`config.mk`:
```
export PLATFORM = sky130hd
export DESIGN_NAME = decode_seq
export DESIGN_NICKNAME = d
export VERILOG_FILES = /design/src/rtl/kyber_pkg.sv /design/src/rtl/dseq_fifo2.sv /design/src/rtl/decode_seq.sv
export SDC_FILE = /design/constraint.sdc
export NUM_CORES = 1
export LEC_CHECK = 0
export ABC_AREA = 1
export CAP_MARGIN = 20
export CORE_UTILIZATION = 30
export CTS_CLUSTER_DIAMETER = 150
export DETAILED_ROUTE_END_ITERATION = 16
export PLACE_DENSITY = 0.61
export SLEW_MARGIN = 30
export SYNTH_ARGS = -nofsm -noshare
export SYNTH_HDL_FRONTEND = slang
export SYNTH_SLANG_ARGS = --single-unit
```
`constraint.sdc`:
```
create_clock -name i_clk -period 9.34 [get_ports i_clk]
set_input_delay 0.934 -clock i_clk [delete_from_list [all_inputs] [get_ports i_clk]]
set_output_delay 0.934 -clock i_clk [all_outputs]
set_load 0.005 [all_outputs]
```
`src/rtl/kyber_pkg.sv`:
```
// Shared Kyber constants: object mode encodings, l tables and the per-polynomial
// word/poly count helpers used by the decode sequencer.
package kyber_pkg;

  typedef enum logic [1:0] {
    MODE_SK  = 2'd0,
    MODE_PK  = 2'd1,
    MODE_CT  = 2'd2,
    MODE_MSG = 2'd3
  } mode_e;

  localparam logic [3:0] L_12 = 4'd12;
  localparam logic [3:0] L_1  = 4'd1;

  localparam int unsigned WORDS_PER_L = 4;

  // Ranks outside 2..4 fall back to 2.
  function automatic logic [2:0] k_norm(input logic [2:0] k);
    return ((k >= 3'd2) && (k <= 3'd4)) ? k : 3'd2;
  endfunction

  function automatic logic [3:0] du_of(input logic [2:0] k);
    return (k == 3'd4) ? 4'd11 : 4'd10;
  endfunction

  function automatic logic [3:0] dv_of(input logic [2:0] k);
    return (k == 3'd4) ? 4'd5 : 4'd4;
  endfunction

  function automatic logic [2:0] npoly_of(input mode_e mode, input logic [2:0] k);
    logic [2:0] n;
    case (mode)
      MODE_CT:  n = k + 3'd1;
      MODE_MSG: n = 3'd1;
      default:  n = k;
    endcase
    return n;
  endfunction

  // Ciphertext: the first k polys are u (du bits), the last is v (dv bits).
  function automatic logic [3:0] l_of(input mode_e mode, input logic [2:0] k,
                                      input logic [2:0] idx);
    logic [3:0] l;
    case (mode)
      MODE_CT:  l = (idx < k) ? du_of(k) : dv_of(k);
      MODE_MSG: l = L_1;
      default:  l = L_12;
    endcase
    return l;
  endfunction

endpackage

```
`src/rtl/dseq_fifo2.sv`:
```
// Two-entry 64-bit FIFO buffering RAM read data ahead of the decode core.
module dseq_fifo2 (
  input  logic        i_clk,
  input  logic        i_rstn,
  input  logic        i_push,
  input  logic [63:0] i_wdata,
  input  logic        i_pop,
  output logic [63:0] o_rdata,
  output logic [1:0]  o_count,
  output logic        o_empty
);

  logic [63:0] mem_q [2];
  logic        wr_ptr_q, rd_ptr_q;
  logic [1:0]  count_q;
  logic        push_ok, pop_ok;

  assign pop_ok  = i_pop && (count_q != 2'd0);
  assign push_ok = i_push && ((count_q != 2'd2) || pop_ok);

  always_ff @(posedge i_clk) begin
    if (!i_rstn) begin
      wr_ptr_q <= 1'b0;
      rd_ptr_q <= 1'b0;
      count_q  <= 2'd0;
    end else begin
      if (push_ok) begin
        mem_q[wr_ptr_q] <= i_wdata;
        wr_ptr_q        <= ~wr_ptr_q;
      end
      if (pop_ok) begin
        rd_ptr_q <= ~rd_ptr_q;
      end
      count_q <= count_q + {1'b0, push_ok} - {1'b0, pop_ok};
    end
  end

  assign o_rdata = mem_q[rd_ptr_q];
  assign o_count = count_q;
  assign o_empty = (count_q == 2'd0);

endmodule

```
`src/rtl/decode_seq.sv`:
```
// Sequencer that walks a byte-packed object in word RAM and streams 64-bit words
// into the ByteDecode core one polynomial at a time, with the right l per poly.
module decode_seq #(
  parameter int unsigned AW          = 10,
  parameter int unsigned WORDS_PER_L = kyber_pkg::WORDS_PER_L
) (
  input  logic          i_clk,
  input  logic          i_rstn,
  input  logic          i_start,
  input  logic [1:0]    i_mode,
  input  logic [2:0]    i_k,
  input  logic [AW-1:0] i_base,
  output logic          o_ren,
  output logic [AW-1:0] o_raddr,
  input  logic [63:0]   i_rdata,
  output logic [63:0]   o_dec_ibytes,
  output logic          o_dec_valid,
  input  logic          i_dec_ready,
  output logic [3:0]    o_dec_l,
  input  logic          i_dec_done,
  output logic [2:0]    o_poly_idx,
  output logic          o_busy,
  output logic          o_done
);
  import kyber_pkg::*;

  localparam int unsigned CW = $clog2(WORDS_PER_L * 15 + 1);

  typedef enum logic [1:0] {StIdle, StLoad, StWait, StDone} state_e;

  state_e        state_q, state_d;
  mode_e         mode_q, mode_d;
  logic [2:0]    k_q, k_d;
  logic [2:0]    poly_q, poly_d;
  logic [3:0]    l_q, l_d;
  logic [AW-1:0] addr_q, addr_d;
  logic [CW-1:0] rd_cnt_q, rd_cnt_d;
  logic          inflight_q;

  logic [CW-1:0] words;
  logic [1:0]    fifo_count;
  logic          fifo_empty;
  logic          pop, ren;
  logic [2:0]    slots_used;

  assign words = CW'(WORDS_PER_L * 32'(l_q));
  assign pop   = !fifo_empty && i_dec_ready;

  // Counting the same-cycle pop frees its slot early, which is what lets the
  // stream sustain one word per cycle without ever pushing into a full FIFO.
  assign slots_used = 3'(fifo_count) + 3'(inflight_q) - 3'(pop);
  assign ren = (state_q == StLoad) && (rd_cnt_q != words) && (slots_used < 3'd2);

  dseq_fifo2 u_fifo (
    .i_clk   (i_clk),
    .i_rstn  (i_rstn),
    .i_push  (inflight_q),
    .i_wdata (i_rdata),
    .i_pop   (pop),
    .o_rdata (o_dec_ibytes),
    .o_count (fifo_count),
    .o_empty (fifo_empty)
  );

  always_comb begin
    state_d  = state_q;
    mode_d   = mode_q;
    k_d      = k_q;
    poly_d   = poly_q;
    l_d      = l_q;
    addr_d   = addr_q;
    rd_cnt_d = rd_cnt_q;
    unique case (state_q)
      StIdle: begin
        if (i_start) begin
          state_d  = StLoad;
          mode_d   = mode_e'(i_mode);
          k_d      = k_norm(i_k);
          poly_d   = 3'd0;
          l_d      = l_of(mode_e'(i_mode), k_norm(i_k), 3'd0);
          addr_d   = i_base;
          rd_cnt_d = '0;
        end
      end
      StLoad: begin
        if (ren) begin
          addr_d   = addr_q + 1'b1;
          rd_cnt_d = rd_cnt_q + 1'b1;
          if (rd_cnt_d == words) state_d = StWait;
        end
      end
      StWait: begin
        if (i_dec_done) begin
          if (poly_q == npoly_of(mode_q, k_q) - 3'd1) begin
            state_d = StDone;
          end else begin
            state_d  = StLoad;
            poly_d   = poly_q + 3'd1;
            l_d      = l_of(mode_q, k_q, poly_q + 3'd1);
            rd_cnt_d = '0;
          end
        end
      end
      StDone: state_d = StIdle;
      default: state_d = StIdle;
    endcase
  end

  always_ff @(posedge i_clk) begin
    if (!i_rstn) begin
      state_q    <= StIdle;
      mode_q     <= MODE_SK;
      k_q        <= 3'd0;
      poly_q     <= 3'd0;
      l_q        <= 4'd0;
      addr_q     <= '0;
      rd_cnt_q   <= '0;
      inflight_q <= 1'b0;
    end else begin
      state_q    <= state_d;
      mode_q     <= mode_d;
      k_q        <= k_d;
      poly_q     <= poly_d;
      l_q        <= l_d;
      addr_q     <= addr_d;
      rd_cnt_q   <= rd_cnt_d;
      inflight_q <= ren;
    end
  end

  assign o_ren       = ren;
  assign o_raddr     = addr_q;
  assign o_dec_valid = !fifo_empty;
  assign o_dec_l     = l_q;
  assign o_poly_idx  = poly_q;
  assign o_busy      = (state_q == StLoad) || (state_q == StWait);
  assign o_done      = (state_q == StDone);

endmodule

```
==> metrics <==
most common cell after layout, fill and taps aside clkdlybuf4s50_1; Setup Buffers After CTS 0; DRC violations left 0; Worst path max stage delay 0.49 ns; Clock Path Buffers 2; WL/cell 14.4 µm; n_diodes 0; die span in y 155 µm; number of global-route vias before repair 4492; Tot GR Track Use 13.1%; die area 0.0240 mm²; P_int 1.62 mW; vias per cell 4.42; Post-CTS Resized 0; Skew-Pair Late Insertion Delay 0.42 ns; Max Cap Violations 0; part of the power in combinational logic 32.4%; HPWL Detailed 10200 µm; CP bufs+invs 5; Vias 4790; CP max FO 5; static leakage 3.46 nW; FF+latch count, synth 164; Congestion Overflow GR 0; Mapped Cells 584; initial antenna violation count 0; Post-Syn Nets 685; NetSw 787 µW; CORE AREA 0.0228 mm²; Slowest cell on crit path clkdlybuf4s50_1; R2R setup slack 6.65 ns; PD cells 250 mW/mm²; commonest cells after routing, fill and taps aside clkdlybuf4s50_1, edfxtp_1, nand2_1, mux2_2, inv_1; Initial Utilization 30.8%; WP data required 8.41 ns; CP top delay family buffers and inverters; worst setup path category input pin to primary output; share of layout cells above drive strength 1 15.4%; top-area cell type share of the netlist area 54.7%; Final Max Slew Viols 0; status completed; Worst-path clk slew 0.07 ns; sequential element share of the synthesized area 65.0%; Top FF cell, synth edfxtp_1; CTS root buf clkbuf_16; synth unique cells 34; final setup fails 0; final WL 15600 µm; io pins 169; Synthesis Warnings 0; sequential power share 39.1%; Setup TNS Final 0 ns; first-pass GRT wire length 24000 µm; end of the worst register-to-register path o_raddr[9]; Post-CTS Hold Buffers 0; routability congestion estimate 0.776; Final WS setup 5.10 ns; CTS tree built; Peak VDD IR 0.000132 V; H-tree Lvls 4; switching share of power 32.6%; hold_sp u_fifo.rd_ptr_q; Die X 155 µm; number of core rows 55; Hold Vio Cnt, Final 0; fmax 236 MHz; synth-to-layout area growth 37.1%; Tmin final 4.24 ns; Reg2Reg Depth 16; launching point of the worst reg2reg path u_fifo.o_count[1]; starting DRC count in detailed routing 264; CP Capture Type primary output; largest net degree at the start of global routing 65; Nets 859; Post-synth EDFFs 128; final critical-path share of the clock period 45.4%; WHS Endpoint u_fifo.rd_ptr_q; Clock Sinks 164; post-detailed-route count of antenna-violating nets 0; mean post-synth cell area 12.0 µm²; Crit path top cell by count inv_1; startpoint types input pin; Worst slew margin 39.2%; DR pass1 iterations 4; number of cells on the worst hold path 1; critical-path cell list clkdlybuf4s50_1 > nand2_1 > inv_1 > ha_1 > inv_1 > nand2_1 > fa_1 > nand3_1 > nor2_1 > nand2_2 > inv_1 > clkdlybuf4s50_1; Syn Std Cell Area 0.00702 mm²; power share of the clock group 28.5%; RSZ-0062 raised after global routing no; cell taking the most area after synthesis edfxtp_1; worst slew pin tran 0.913 ns; Hold Crit Class flip-flop to flip-flop; IO Port Bufs 168; Area contributors post-synth edfxtp_1, dfxtp_1, mux2_2; WP data arrival 3.30 ns; Synth async-reset ratio 0%; Setup Skew 0.0141 ns; CTS Buf Count 17; dpl ws 5.11 ns
[through the flow]
| step | util (%) | hold WS [ns] | area (µm²) | instances | total power, mW |
|---|---|---|---|---|---|
| floorplan | - | 0.426 | 7020 | 584 | 1.41 |
| global placement | 39.7 | 0.446 | 9040 | 1052 | 1.74 |
| detailed placement | 39.7 | 0.446 | 9040 | 1052 | 1.75 |
| CTS | 42.3 | 0.457 | 9630 | 1084 | 2.45 |
| global route | 42.3 | 0.491 | 9630 | 1084 | 2.57 |
| finish | 42.3 | 0.456 | 9630 | 1084 | 2.41 |
[final cells by class]
cell class,count,area [µm²]
clock inverter,15,158
clock buffer,17,425
timing repair buffer,171,1700
sequential,164,4570
fill,2177,13200
multi-input combinational,348,2170
inverter,56,210
tap,313,392
[power groups by stage]
stage               clock (mW)  combinational [mW]  sequential [mW]
CTS                      0.710               0.794            0.942
finish                   0.686               0.782            0.941
global route             0.743               0.875            0.955
detailed placement           0               0.789            0.957
floorplan                    0               0.467            0.945
global placement             0               0.787            0.956
[logic make-up after synthesis]
kind of cell | after synthesis | synth area share (%)
AND/OR/NAND/NOR | 197 | 11.8
adder cells (fa/ha/maj) | 17 | 3.14
buffers and inverters | 72 | 4.22
flip-flops | 164 | 65.0
AO/OA/AOI/OAI | 66 | 5.08
multiplexers | 64 | 10.3
XOR/XNOR | 4 | 0.499
[registers in the layout (all words and copies together), names as in the netlist, named ones only]
signal	flops
u_fifo.o_count	2
o_raddr	10
o_poly_idx	3
rd_cnt_q	6
mode_q	2
o_dec_l	4
u_fifo.wr_ptr_q	1
inflight_q	1
u_fifo.rd_ptr_q	1
k_q	3
u_fifo.mem_q	128
state_q	2
[per-layer routing]
metal  routed length, µm  GRT usage, %  vias to the layer above  part of all wire [%]
li1                    -             -                     2376                     -
met1                7460          17.6                     2253                    48
met2                7000          20.7                      152                    45
met3                 978          3.51                        9                   6.3
met4                 124          3.87                        0                  0.80
met5                   0             0                        -                     0
[Yosys cell counts, types with 2 or more instances]
cell,n
a211oi_1,2
a21oi_1,31
buf_2,6
buf_6,2
clkbuf_1,7
dfxtp_1,36
edfxtp_1,128
ha_1,16
inv_1,51
inv_2,5
mux2_2,64
nand2_1,123
nand2_2,4
nand3_1,22
nand3_2,2
nand4_1,2
nor2_1,34
nor2_2,3
nor3_1,4
o21ai_0,21
o21ai_1,4
o21bai_1,2
o31ai_1,2
xnor2_1,2
xor2_1,2
[worst reg2reg max path, cell delays in order, from the launching register on]
cell	delay, ns
dfxtp_1	0.38
inv_1	0.10
nand2_1	0.10
nand2_1	0.08
inv_1	0.11
ha_1	0.24
inv_1	0.07
nand2_1	0.06
fa_1	0.48
nand3_1	0.07
nor2_1	0.14
nand2_2	0.10
o21ai_2	0.08
nand2_2	0.18
inv_2	0.22
nand2_1	0.08
a21oi_1	0.11
[how the worst max path moves through the flow]
stage	startpoint	to	cells past startpoint
after floorplan	i_rstn	u_fifo.mem_q[1][0]	4
after global placement	i_dec_ready	o_ren	12
after detailed placement	i_dec_ready	o_ren	12
after CTS	i_dec_ready	o_ren	12
after global routing	i_dec_ready	o_ren	12
final	i_dec_ready	o_ren	12
Power figures use the tool's default switching activity.
